**src/rtl/wbus_arb.sv**
```systemverilog
// Two-master write-bus arbiter with single-entry holding registers.
// Round-robin or fixed-priority grant onto one registered dmem write port.
module wbus_arb #(
   parameter int unsigned RR_EN = 1
) (
   input  logic        clk,
   input  logic        rst,
   input  logic        m0_wr,
   input  logic [31:0] m0_waddr,
   input  logic [3:0]  m0_wstrb,
   input  logic [31:0] m0_wdata,
   output logic        m0_ready,
   input  logic        m1_wr,
   input  logic [31:0] m1_waddr,
   input  logic [3:0]  m1_wstrb,
   input  logic [31:0] m1_wdata,
   output logic        m1_ready,
   output logic        dmem_wr,
   output logic [31:0] dmem_waddr,
   output logic [3:0]  dmem_wstrb,
   output logic [31:0] dmem_wdata,
   output logic        dmem_gnt
);

   logic        full0_q, full0_d;
   logic        full1_q, full1_d;
   logic [31:0] addr0_q, addr0_d;
   logic [31:0] addr1_q, addr1_d;
   logic [3:0]  strb0_q, strb0_d;
   logic [3:0]  strb1_q, strb1_d;
   logic [31:0] data0_q, data0_d;
   logic [31:0] data1_q, data1_d;
   logic        last_gnt_q, last_gnt_d;
   logic        dmem_wr_q, dmem_wr_d;
   logic [31:0] dmem_waddr_q, dmem_waddr_d;
   logic [3:0]  dmem_wstrb_q, dmem_wstrb_d;
   logic [31:0] dmem_wdata_q, dmem_wdata_d;
   logic        dmem_gnt_q, dmem_gnt_d;

   logic acc0, acc1, issue, sel1;

   always_comb begin
      acc0  = m0_wr & ~full0_q;
      acc1  = m1_wr & ~full1_q;
      issue = full0_q | full1_q;
      if (full0_q && full1_q) begin
         sel1 = (RR_EN != 0) ? ~last_gnt_q : 1'b0;
      end else begin
         sel1 = full1_q;
      end

      // A holding register is never accepted and issued on the same edge
      full0_d = acc0 | (full0_q & ~(issue & ~sel1));
      full1_d = acc1 | (full1_q & ~(issue & sel1));

      addr0_d = acc0 ? m0_waddr : addr0_q;
      strb0_d = acc0 ? m0_wstrb : strb0_q;
      data0_d = acc0 ? m0_wdata : data0_q;
      addr1_d = acc1 ? m1_waddr : addr1_q;
      strb1_d = acc1 ? m1_wstrb : strb1_q;
      data1_d = acc1 ? m1_wdata : data1_q;

      dmem_wr_d    = issue;
      dmem_waddr_d = dmem_waddr_q;
      dmem_wstrb_d = dmem_wstrb_q;
      dmem_wdata_d = dmem_wdata_q;
      dmem_gnt_d   = dmem_gnt_q;
      last_gnt_d   = last_gnt_q;
      if (issue) begin
         dmem_waddr_d = sel1 ? addr1_q : addr0_q;
         dmem_wstrb_d = sel1 ? strb1_q : strb0_q;
         dmem_wdata_d = sel1 ? data1_q : data0_q;
         dmem_gnt_d   = sel1;
         last_gnt_d   = sel1;
      end
   end

   always_ff @(posedge clk or posedge rst) begin
      if (rst) begin
         full0_q      <= 1'b0;
         full1_q      <= 1'b0;
         addr0_q      <= '0;
         addr1_q      <= '0;
         strb0_q      <= '0;
         strb1_q      <= '0;
         data0_q      <= '0;
         data1_q      <= '0;
         last_gnt_q   <= 1'b1;
         dmem_wr_q    <= 1'b0;
         dmem_waddr_q <= '0;
         dmem_wstrb_q <= '0;
         dmem_wdata_q <= '0;
         dmem_gnt_q   <= 1'b0;
      end else begin
         full0_q      <= full0_d;
         full1_q      <= full1_d;
         addr0_q      <= addr0_d;
         addr1_q      <= addr1_d;
         strb0_q      <= strb0_d;
         strb1_q      <= strb1_d;
         data0_q      <= data0_d;
         data1_q      <= data1_d;
         last_gnt_q   <= last_gnt_d;
         dmem_wr_q    <= dmem_wr_d;
         dmem_waddr_q <= dmem_waddr_d;
         dmem_wstrb_q <= dmem_wstrb_d;
         dmem_wdata_q <= dmem_wdata_d;
         dmem_gnt_q   <= dmem_gnt_d;
      end
   end

   assign m0_ready   = ~full0_q;
   assign m1_ready   = ~full1_q;
   assign dmem_wr    = dmem_wr_q;
   assign dmem_waddr = dmem_waddr_q;
   assign dmem_wstrb = dmem_wstrb_q;
   assign dmem_wdata = dmem_wdata_q;
   assign dmem_gnt   = dmem_gnt_q;

endmodule

```
**config.mk**
```make
export PLATFORM = sky130hd
export DESIGN_NAME = wbus_arb
export DESIGN_NICKNAME = d
export VERILOG_FILES = /design/src/rtl/wbus_arb.sv
export SDC_FILE = /design/constraint.sdc
export NUM_CORES = 1
export LEC_CHECK = 0
export BUFFER_PORTS_ARGS = -buffer_cell sky130_fd_sc_hd__buf_2
export CELL_PAD_IN_SITES_DETAIL_PLACEMENT = 0
export CELL_PAD_IN_SITES_GLOBAL_PLACEMENT = 1
export CORE_MARGIN = 5
export CORE_UTILIZATION = 40
export CTS_BUF_LIST = sky130_fd_sc_hd__clkbuf_8 sky130_fd_sc_hd__clkbuf_16
export CTS_CLUSTER_DIAMETER = 40
export DETAILED_ROUTE_END_ITERATION = 10
export PLACE_DENSITY = 0.76
export SLEW_MARGIN = 5
export SYNTH_ARGS = -nofsm -noshare
export SYNTH_HDL_FRONTEND = slang
export SYNTH_SLANG_ARGS = --single-unit
```
**constraint.sdc**
```tcl
create_clock -name clk -period 13 [get_ports clk]
set_input_delay 1.3 -clock clk [delete_from_list [all_inputs] [get_ports clk]]
set_output_delay 1.3 -clock clk [all_outputs]
set_load 0.005 [all_outputs]
```
==> results of run 1 <==
-- cell families (layout without fill, tap and decap cells) --
| group | count (synthesis) | in the layout |
|---|---|---|
| DFF | 209 | 209 |
| buffers and inverters | 95 | 315 |
| and+or+nand+nor | 49 | 49 |
| AOI/OAI and AO/OA | 175 | 175 |
| other | 0 | 2 |
| muxes | 120 | 120 |
-- final cells by class --
type | instances | area share
sequential | 209 | 0.495
multi-input combinational | 344 | 0.253
timing repair buffer | 217 | 0.104
clock buffer | 36 | 0.0787
tap | 275 | 0.0325
clock inverter | 17 | 0.0195
inverter | 45 | 0.0167
antenna | 2 | 0.000473
-- per-layer routing --
layer,wire length [um],part of all wire,GRT usage
met4,257,0.012,0.0294
met2,9460,0.44,0.265
met1,9990,0.47,0.252
met5,53,0.0025,0
met3,1630,0.076,0.0520
-- state kept, by name (all words and copies together) (netlist names), 4 cells and up --
| name | count |
|---|---|
| addr0_q | 32 |
| strb1_q | 4 |
| data0_q | 32 |
| dmem_wstrb | 4 |
| dmem_wdata | 32 |
| addr1_q | 32 |
| data1_q | 32 |
| dmem_waddr | 32 |
| strb0_q | 4 |
-- worst max path at each step --
stage | to | slack (ns) | depth (start not counted)
floorplan | addr0_q[0] | 5.99 | 1
global placement | addr1_q[18] | 9.54 | 4
detailed placement | addr1_q[13] | 9.51 | 4
CTS | m1_ready | 9.64 | 2
global route | m1_ready | 9.57 | 2
finish | m1_ready | 9.67 | 2
-- report_power, final --
group          leakage [nW]  switching [mW]  total (mW)  internal (mW)
clock network         0.526           0.289       0.821          0.533
registers              2.44           0.154        1.04          0.890
logic                  1.91           0.305       0.610          0.305
total                  4.88           0.747        2.47           1.73
-- Yosys cell counts, types with 2 or more instances --
master / count / area share
a21oi_1: 62 / 0.037
a221o_1: 6 / 0.0072
and3_1: 6 / 0.0045
buf_2: 13 / 0.0078
buf_4: 23 / 0.021
buf_6: 2 / 0.0027
clkbuf_1: 11 / 0.0049
dfrtp_1: 208 / 0.62
inv_1: 43 / 0.019
mux2_2: 88 / 0.12
mux2_4: 9 / 0.016
mux2i_1: 23 / 0.027
nand2_1: 40 / 0.018
o21ai_0: 40 / 0.024
o22ai_1: 23 / 0.017
o32ai_1: 39 / 0.041
-- metrics by stage --
step	cell area, um2	util
2_1_floorplan	8390	-
3_3_place_gp	9540	0.458
3_5_place_dp	9540	0.458
4_1_cts	10600	0.508
5_1_grt	10600	0.508
6_report	10600	0.508
-- worst max-delay path, cell delays in order (launching register included) --
cell and delay, ns:
dfrtp_2 0.35, clkinv_1 0.74, buf_2 0.40
-- cell usage in the layout, fill, tap and decap left out, types with 3 or more instances in the layout --
master | Yosys | layout
mux2_4 | 9 | 9
inv_6 | 0 | 3
mux2i_1 | 23 | 23
a221o_1 | 6 | 6
buf_4 | 23 | 6
nand2_1 | 40 | 40
inv_1 | 43 | 45
o21ai_0 | 40 | 40
clkbuf_16 | 0 | 30
buf_2 | 13 | 211
clkbuf_8 | 0 | 6
o32ai_1 | 39 | 39
dfrtp_1 | 208 | 206
o22ai_1 | 23 | 23
mux2_2 | 88 | 88
a21oi_1 | 62 | 62
and3_1 | 6 | 6
clkinv_2 | 0 | 5
bufinv_16 | 0 | 4
==> reports/results.ini, run 1 <==
[synth]
synth.distinct_cells = 28
synth_adder_area_share = 0
ys_seq_area_frac = 0.624
syn_avg_cell_area_um2 = 12.9
synth-simple-area-share = 0.0246
synth_xor_xnor_area_share = 0
ys_ff_latch = 209
synth_compound_area_frac = 0.132
synth_top_family_by_area = multiplexers
postSynthCellCount = 648
synth-edff-count = 0
synth_area_um2 = 8390
synth-async-reset-ratio = 1.00
ys_warn_count = 0
yosys_most_used_dff = dfrtp_1
synthMuxAreaShare = 0.162
syn_nets = 788

[clock_tree]
cts_sinks = 209
htree_levels = 1
cts_tree = yes
path_clk_slew_ns = 0.05
cts-resized-gates = 0
numCtsBuffers = 30
ctsLongestPathBuffers = 3
cts_hold_buf = 0
clk_latency_ns = 0.54
post-cts-setup-buffers = 0
clockRootBuffer = clkbuf_16

[floorplanning]
die_w_um = 155
die_area_um2 = 24000
die_h_um = 155
ios = 212
std_cell_rows = 53
coreArea_um2 = 20800
start_util = 0.403

[critical_path]
r2r-end = dmem_wdata[3]
cp.required_ns = 11.70
cp-startpoint = full1_q
worstSetupEndpointType = output pin
arrival_ns = 2.03
crit_path_start_kind = register
worstSetupPathType = reg -> out
ff2ff_setup_slack_ns = 9.95
cp_max_fo = 26
r2r_cells = 3
worstReg2RegStart = full0_q

[route]
drtIter0Drc = 177
num_vias = 5870
routed_wl_mm = 21.4
drc = 0
avgRoutedWirePerCell_um = 18.7
ant_nets = 0
dr.pass1.iters = 4
vias_per_cell = 5.13

[place]
dp_slack_ns = 9.51
portBuffers = 211
gp_congestion = 0.737
dp.cells = 1090
place_hpwl_mm = 13.6

[timing]
setup_tns_ns = 0
relSlewSlack = 0.203
max_slew.worst_pin.slew_ns = 1.19
finalHoldViolCount = 0
post-route-period-util = 0.256
setup_violations = 0
worst_slack_ns = 9.67
finClkSkew_ns = 0.0250
fin_hold_ws_ns = 0.495
slew_viol_final = 0
fmax_ghz = 0.300
rsz0062_at_grt = no
period_needed_ns = 3.33

[grt]
grt_max_degree = 144
track_usage = 0.174
antenna_found_initial = 5
grt_pass1_wl_mm = 33.8
grt_pass1_vias = 6133
grt.overflow.total = 0

[finish]
drive_gt1_frac = 0.431
fin_cells = 1145
seq_area_um2 = 5240
multi_input_area_um2 = 2680
nFillCells = 1916
area_growth_pct = 26.2
nets = 987

[flow_run]
maxCapViolations = 0

[pwr]
peakVddDrop_mv = 0.110
power_mw = 2.47
power_leakage_nw = 4.88
powerDensity_nw_per_um2 = 234

[hold_path]
hp-start = addr0_q[4]
hp-class = reg -> reg
hold_depth = 2
holdPathEnd = dmem_waddr[4]

[status]
status = finished clean

Power figures use the tool's default switching activity.
==> run 2, diff against run 1 <==
CORE_UTILIZATION = 38   (was 40)
clock period = 3.05 ns   (was 13 ns; I/O delays follow)
==> run 2 against run 1 <==
Compared with the run above:
- clock skew shrank 0.0075 ns
- worst setup slack worse by 8.8 ns
- first-iteration DRC count fell by 2.8%
- clock-buffer cell count grew 7
- power increased to 4.5 times the previous value
- core utilization fell by 0.39 points
- critical path type unchanged
- critical endpoint unchanged
- highest routed layer unchanged
==> reports/results.ini, run 2 (synthesis results as in run 1) <==
[status]
status = finished clean  ; unchanged

[pwr]
powerDensity_nw_per_um2 = 1020  ; was 234 nW/um2
power_leakage_nw = 5.07  ; was 4.88 nW
peakVddDrop_mv = 0.512  ; was 0.110 mV

[grt]
grt_max_degree = 54  ; was 144
grtUsageMet3 = 0.0606  ; was 0.0520
track_usage = 0.177  ; was 0.174
antenna_found_initial = 5  ; unchanged
use_met2 = 0.281  ; was 0.265
grt.overflow.total = 0  ; unchanged
use_met1 = 0.232  ; was 0.252
grt_pass1_vias = 6453  ; was 6133
grt_pass1_wl_mm = 34.9  ; was 33.8 mm
grt-busiest-layer = met2  ; unchanged

[finish]
mostFrequentLayoutCell = buf_2  ; unchanged
nets = 1012  ; was 987
stdcell_area_um2 = 11000  ; was 10600 um2
n_antenna_cell = 0  ; was 2
final_cell_mix = buf_2 (211), dfrtp_1 (206), mux2_2 (88)  ; unchanged
seq_area_um2 = 5240  ; unchanged
area_growth_pct = 30.9  ; was 26.2%
drive_gt1_frac = 0.447  ; was 0.431
nFillCells = 1970  ; was 1916
multi_input_area_um2 = 2680  ; unchanged

[route]
dr.pass1.iters = 5  ; was 4
drc = 0  ; unchanged
drtIter0Drc = 172  ; was 177
avgRoutedWirePerCell_um = 18.9  ; was 18.7 um
ant_nets = 0  ; unchanged
num_vias = 5972  ; was 5870
vias_per_cell = 5.07  ; was 5.13
routed_wl_mm = 22.2  ; was 21.4 mm

[floorplanning]
die_area_um2 = 25100  ; was 24000 um2
die_w_um = 159  ; was 155 um
ios = 212  ; unchanged
coreArea_um2 = 21800  ; was 20800 um2
start_util = 0.385  ; was 0.403
std_cell_rows = 54  ; was 53
die_h_um = 159  ; was 155 um

[timing]
finalHoldViolCount = 0  ; unchanged
rsz0062_at_grt = no  ; unchanged
period_needed_ns = 2.16
slew_viol_final = 0  ; unchanged
max_slew.worst_pin.slew_ns = 0.997  ; was 1.19 ns
fin_hold_ws_ns = 0.0165  ; was 0.495 ns
fmax_ghz = 0.464
finClkSkew_ns = 0.0176  ; was 0.0250 ns
setup_violations = 0  ; unchanged
setup_tns_ns = 0  ; unchanged
relSlewSlack = 0.334  ; was 0.203
post-route-period-util = 0.707

[critical_path]
cp_max_fo = 22  ; was 26
arrival_ns = 1.85  ; was 2.03 ns
crit_path_start_kind = register  ; unchanged
worstSetupEndpointType = output pin  ; unchanged
cp.required_ns = 2.74  ; was 11.70 ns
worstSetupPathType = reg -> out  ; unchanged

[clock_tree]
post-cts-setup-buffers = 0  ; unchanged
htree_levels = 2  ; was 1
numCtsBuffers = 37  ; was 30
clk_latency_ns = 0.49  ; was 0.54 ns
path_clk_slew_ns = 0.05  ; about the same
clockRootBuffer = clkbuf_16  ; unchanged
ctsLongestPathBuffers = 3  ; unchanged
cts_sinks = 209  ; unchanged
cts_tree = yes  ; unchanged

[place]
place_hpwl_mm = 14.8  ; was 13.6 mm
gp_congestion = 0.766  ; was 0.737
portBuffers = 211  ; unchanged
dpl_cell_area_um2 = 9700  ; was 9540 um2

[flow_run]
maxCapViolations = 0  ; unchanged

[hold_path]
hp-class = in -> reg  ; was reg -> reg

## run 2: layer usage
| metal | part of all wire | wire, um | vias to the layer above |
|---|---|---|---|
| li1 | - | - | 2777 |
| met1 | 0.44 | 9730 | 2942 |
| met2 | 0.46 | 10100 | 199 |
| met3 | 0.086 | 1910 | 44 |
| met4 | 0.017 | 389 | 10 |
| met5 | 0.0031 | 70 | - |
## run 2: per-stage QoR
stage	util	total power [mW]	setup WS, ns	instances
finish	0.504	11.2	0.893	1177
global route	0.504	11.9	0.783	1177
CTS	0.504	11.4	0.837	1177
detailed placement	0.446	7.20	1.15	1111
global placement	0.446	7.12	1.13	1111
floorplan	-	6.06	0.0316	648
## run 2: timing repair
action,CTS,global route
endpoints found under the hold margin,2,0
hold buffers,2,0
gates resized for setup,0,0
## run 2: worst max-delay path: stages, from the launching register on
cell and delay, ns:
dfrtp_2 0.68, clkinv_1 0.42, buf_2 0.25
## run 2: cell type report
type / count / share of cell area
Clock inverter: 21 / 0.0203
Timing Repair Buffer: 235 / 0.117
Inverter: 45 / 0.0157
Sequential cell: 209 / 0.477
Clock buffer: 43 / 0.0940
Multi-Input combinational cell: 344 / 0.244
Tap cell: 280 / 0.0319
## run 2: final timing paths
check                             start             end  slack, ns  cells after the start
min                        m0_wdata[18]     data0_q[18]       0.02                      3
max reg2reg                     full1_q  dmem_wdata[14]       1.15                      4
max in group asynchronous           rst      last_gnt_q       2.17                      3
max                             full1_q        m1_ready       0.89                      2
min reg2reg                  data0_q[5]   dmem_wdata[5]       0.49                      1
min in group asynchronous           rst   dmem_wdata[6]       0.04                      2
## run 2: where the power goes
| part | switching (mW) | internal (mW) | total [mW] |
|---|---|---|---|
| logic | 1.35 | 1.35 | 2.69 |
| registers | 0.625 | 3.80 | 4.42 |
| clock network | 1.40 | 2.68 | 4.09 |
| total | 3.38 | 7.82 | 11.2 |
==> run 3, diff against run 2 <==
clock period = 1.8 ns   (was 3.05 ns; I/O delays follow)
==> run 3 against run 2 <==
Compared with the run above:
- critical path depth grew 2
- final cell count is 11% higher
- worst setup slack worse by 0.81 ns
- critical endpoint unchanged
- largest power group unchanged
==> reports/results.ini, run 3 (synthesis results as in run 1) <==
[grt]
grt.overflow.total = 0  ; unchanged
grt_pass1_vias = 6945  ; was 6453
grt_pass1_wl_mm = 36.5  ; was 34.9 mm
track_usage = 0.181  ; was 0.177
antenna_found_initial = 5  ; unchanged
grt_max_degree = 76  ; was 54

[critical_path]
worstReg2RegStart = full1_q  ; unchanged
crit_path_start_kind = register  ; unchanged
path_depth = 4  ; was 2
critical_path.cell_chain = buf_12 -> clkinv_1 -> buf_12 -> buf_2  ; was clkinv_1 -> buf_2
worstSetupEndpointType = output pin  ; unchanged
cp_slowest_cell = dfrtp_2  ; unchanged
worstSetupPathType = reg -> out  ; unchanged
arrival_ns = 1.54  ; was 1.85 ns
ff2ff_setup_slack_ns = 0.27  ; was 1.15 ns
cp_common_cell = buf_12
critPathMaxStageDelay_ns = 0.42  ; was 0.68 ns
path_buf_inv = 4  ; was 2
cpLargestDelayFamily = buffers and inverters  ; was flip-flops
cp.required_ns = 1.62  ; was 2.74 ns
r2r_cells = 4  ; unchanged
endpoint = m1_ready  ; unchanged
cp-startpoint = full1_q  ; unchanged
r2r-end = addr1_q[29]  ; was dmem_wdata[14]
cp_max_fo = 24  ; was 22

[timing]
setup_violations = 0  ; unchanged
period_needed_ns = 1.72
relSlewSlack = 0.701  ; was 0.334
slew_viol_final = 0  ; unchanged
fin_hold_ws_ns = 0.236  ; was 0.0165 ns
fmax_ghz = 0.582
rsz0062_at_grt = no  ; unchanged
finalHoldViolCount = 0  ; unchanged
setup_tns_ns = 0  ; unchanged
max_slew.worst_pin.slew_ns = 0.449  ; was 0.997 ns
finClkSkew_ns = 0.0108  ; was 0.0176 ns
post-route-period-util = 0.954

[pwr]
peakVddDrop_mv = 0.747  ; was 0.512 mV
power_leakage_nw = 5.57  ; was 5.07 nW
powerDensity_nw_per_um2 = 1510  ; was 1020 nW/um2
clkPwrFrac = 0.329  ; was 0.365
p_seq_frac = 0.397  ; was 0.395
p_comb_frac = 0.274  ; was 0.240
switching_share = 0.305  ; was 0.302
p_switching_mw = 5.67  ; was 3.38 mW
internal_power_mw = 12.9  ; was 7.82 mW

[finish]
multi_input_area_um2 = 2680  ; unchanged
final_cell_mix = buf_2 (211), dfrtp_1 (206), dlygate4sd3_1 (137)  ; was buf_2 (211), dfrtp_1 (206), mux2_2 (88)
fin_cells = 1310  ; was 1177
seq_area_um2 = 5240  ; unchanged
nFillCells = 1759  ; was 1970
drive_gt1_frac = 0.384  ; was 0.447
mostFrequentLayoutCell = buf_2  ; unchanged
nets = 1142  ; was 1012
area_growth_pct = 46.4  ; was 30.9%

[floorplanning]
coreArea_um2 = 21800  ; unchanged
die_area_um2 = 25100  ; unchanged
die_w_um = 159  ; unchanged
std_cell_rows = 54  ; unchanged
ios = 212  ; unchanged
die_h_um = 159  ; unchanged
start_util = 0.385  ; unchanged

[route]
drc = 0  ; unchanged
ant_nets = 0  ; unchanged
drtIter0Drc = 290  ; was 172
dr.pass1.iters = 4  ; was 5
avgRoutedWirePerCell_um = 17.8  ; was 18.9 um
num_vias = 6472  ; was 5972
vias_per_cell = 4.94  ; was 5.07
routed_wl_mm = 23.3  ; was 22.2 mm

[place]
dp.cells = 1111  ; unchanged
portBuffers = 211  ; unchanged
place_hpwl_mm = 14.4  ; was 14.8 mm
gp_congestion = 0.742  ; was 0.766

[clock_tree]
ctsLongestPathBuffers = 3  ; unchanged
numCtsBuffers = 31  ; was 37
cts_tree = yes  ; unchanged
path_clk_slew_ns = 0.06  ; was 0.05 ns
cts_sinks = 209  ; unchanged
htree_levels = 1  ; was 2
clockRootBuffer = clkbuf_16  ; unchanged
clk_latency_ns = 0.52  ; was 0.49 ns

[hold_path]
hp-class = in -> reg  ; unchanged

[status]
status = finished clean  ; unchanged

[flow_run]
maxCapViolations = 0  ; unchanged

## run 3: metrics by stage
step	total power [mW]	setup slack [ns]	area [um2]	util
2_1_floorplan	10.3	-1.09	8390	-
3_3_place_gp	12.1	0.420	9790	0.450
3_5_place_dp	12.3	0.392	9790	0.450
4_1_cts	18.8	0.0554	12300	0.564
5_1_grt	19.7	0.0237	12300	0.564
6_report	18.6	0.0821	12300	0.564
## run 3: power groups by stage
| stage | Sequential [mW] | Clock [mW] | Combinational, mW |
|---|---|---|---|
| 2_1_floorplan | 7.27 | 0 | 3.00 |
| 3_3_place_gp | 7.40 | 0 | 4.75 |
| 3_5_place_dp | 7.43 | 0 | 4.87 |
| 4_1_cts | 7.37 | 6.22 | 5.16 |
| 5_1_grt | 7.58 | 6.46 | 5.66 |
| 6_report | 7.38 | 6.11 | 5.10 |
## run 3: area by class of cell
cell class              count  area share
diodes                      5     0.00102
clock buffers              34      0.0666
clock inverters            22      0.0206
inverters                  45      0.0141
multi-input cells         344       0.218
flip-flops and latches    209       0.427
well taps                 280      0.0285
repair buffers            371       0.224
## run 3: timing repair
item / CTS / global route
buffers inserted: 1 / 0
hold buffers: 137 / 0
endpoints found under the setup margin: 1 / 0
endpoints found under the hold margin: 344 / 0
resized for setup: 6 / 0
## run 3: how the worst min path moves through the flow
| stage | from | to | slack, ns | depth (start not counted) |
|---|---|---|---|---|
| 2_1_floorplan | m0_waddr[0] | addr0_q[0] | 0.30 | 2 |
| 3_3_place_gp | m0_wdata[19] | data0_q[19] | 0.38 | 3 |
| 3_5_place_dp | m0_wdata[19] | data0_q[19] | 0.39 | 3 |
| 4_1_cts | m0_wr | data0_q[22] | 0.22 | 5 |
| 5_1_grt | m0_wr | data0_q[16] | 0.25 | 5 |
| 6_report | m0_wr | addr0_q[10] | 0.24 | 5 |
## run 3: layer usage
metal,wire length [um],GRT usage
met5,0,0
met3,1800,0.0478
met2,11000,0.295
met1,10100,0.243
met4,375,0.0439
## run 3: worst register-to-register path: cells and delay by family (launching register included)
family / cells / cell delay (ns)
simple gates: 1 / 0.16
mux: 1 / 0.41
flops: 1 / 0.42
buf+inv: 2 / 0.42
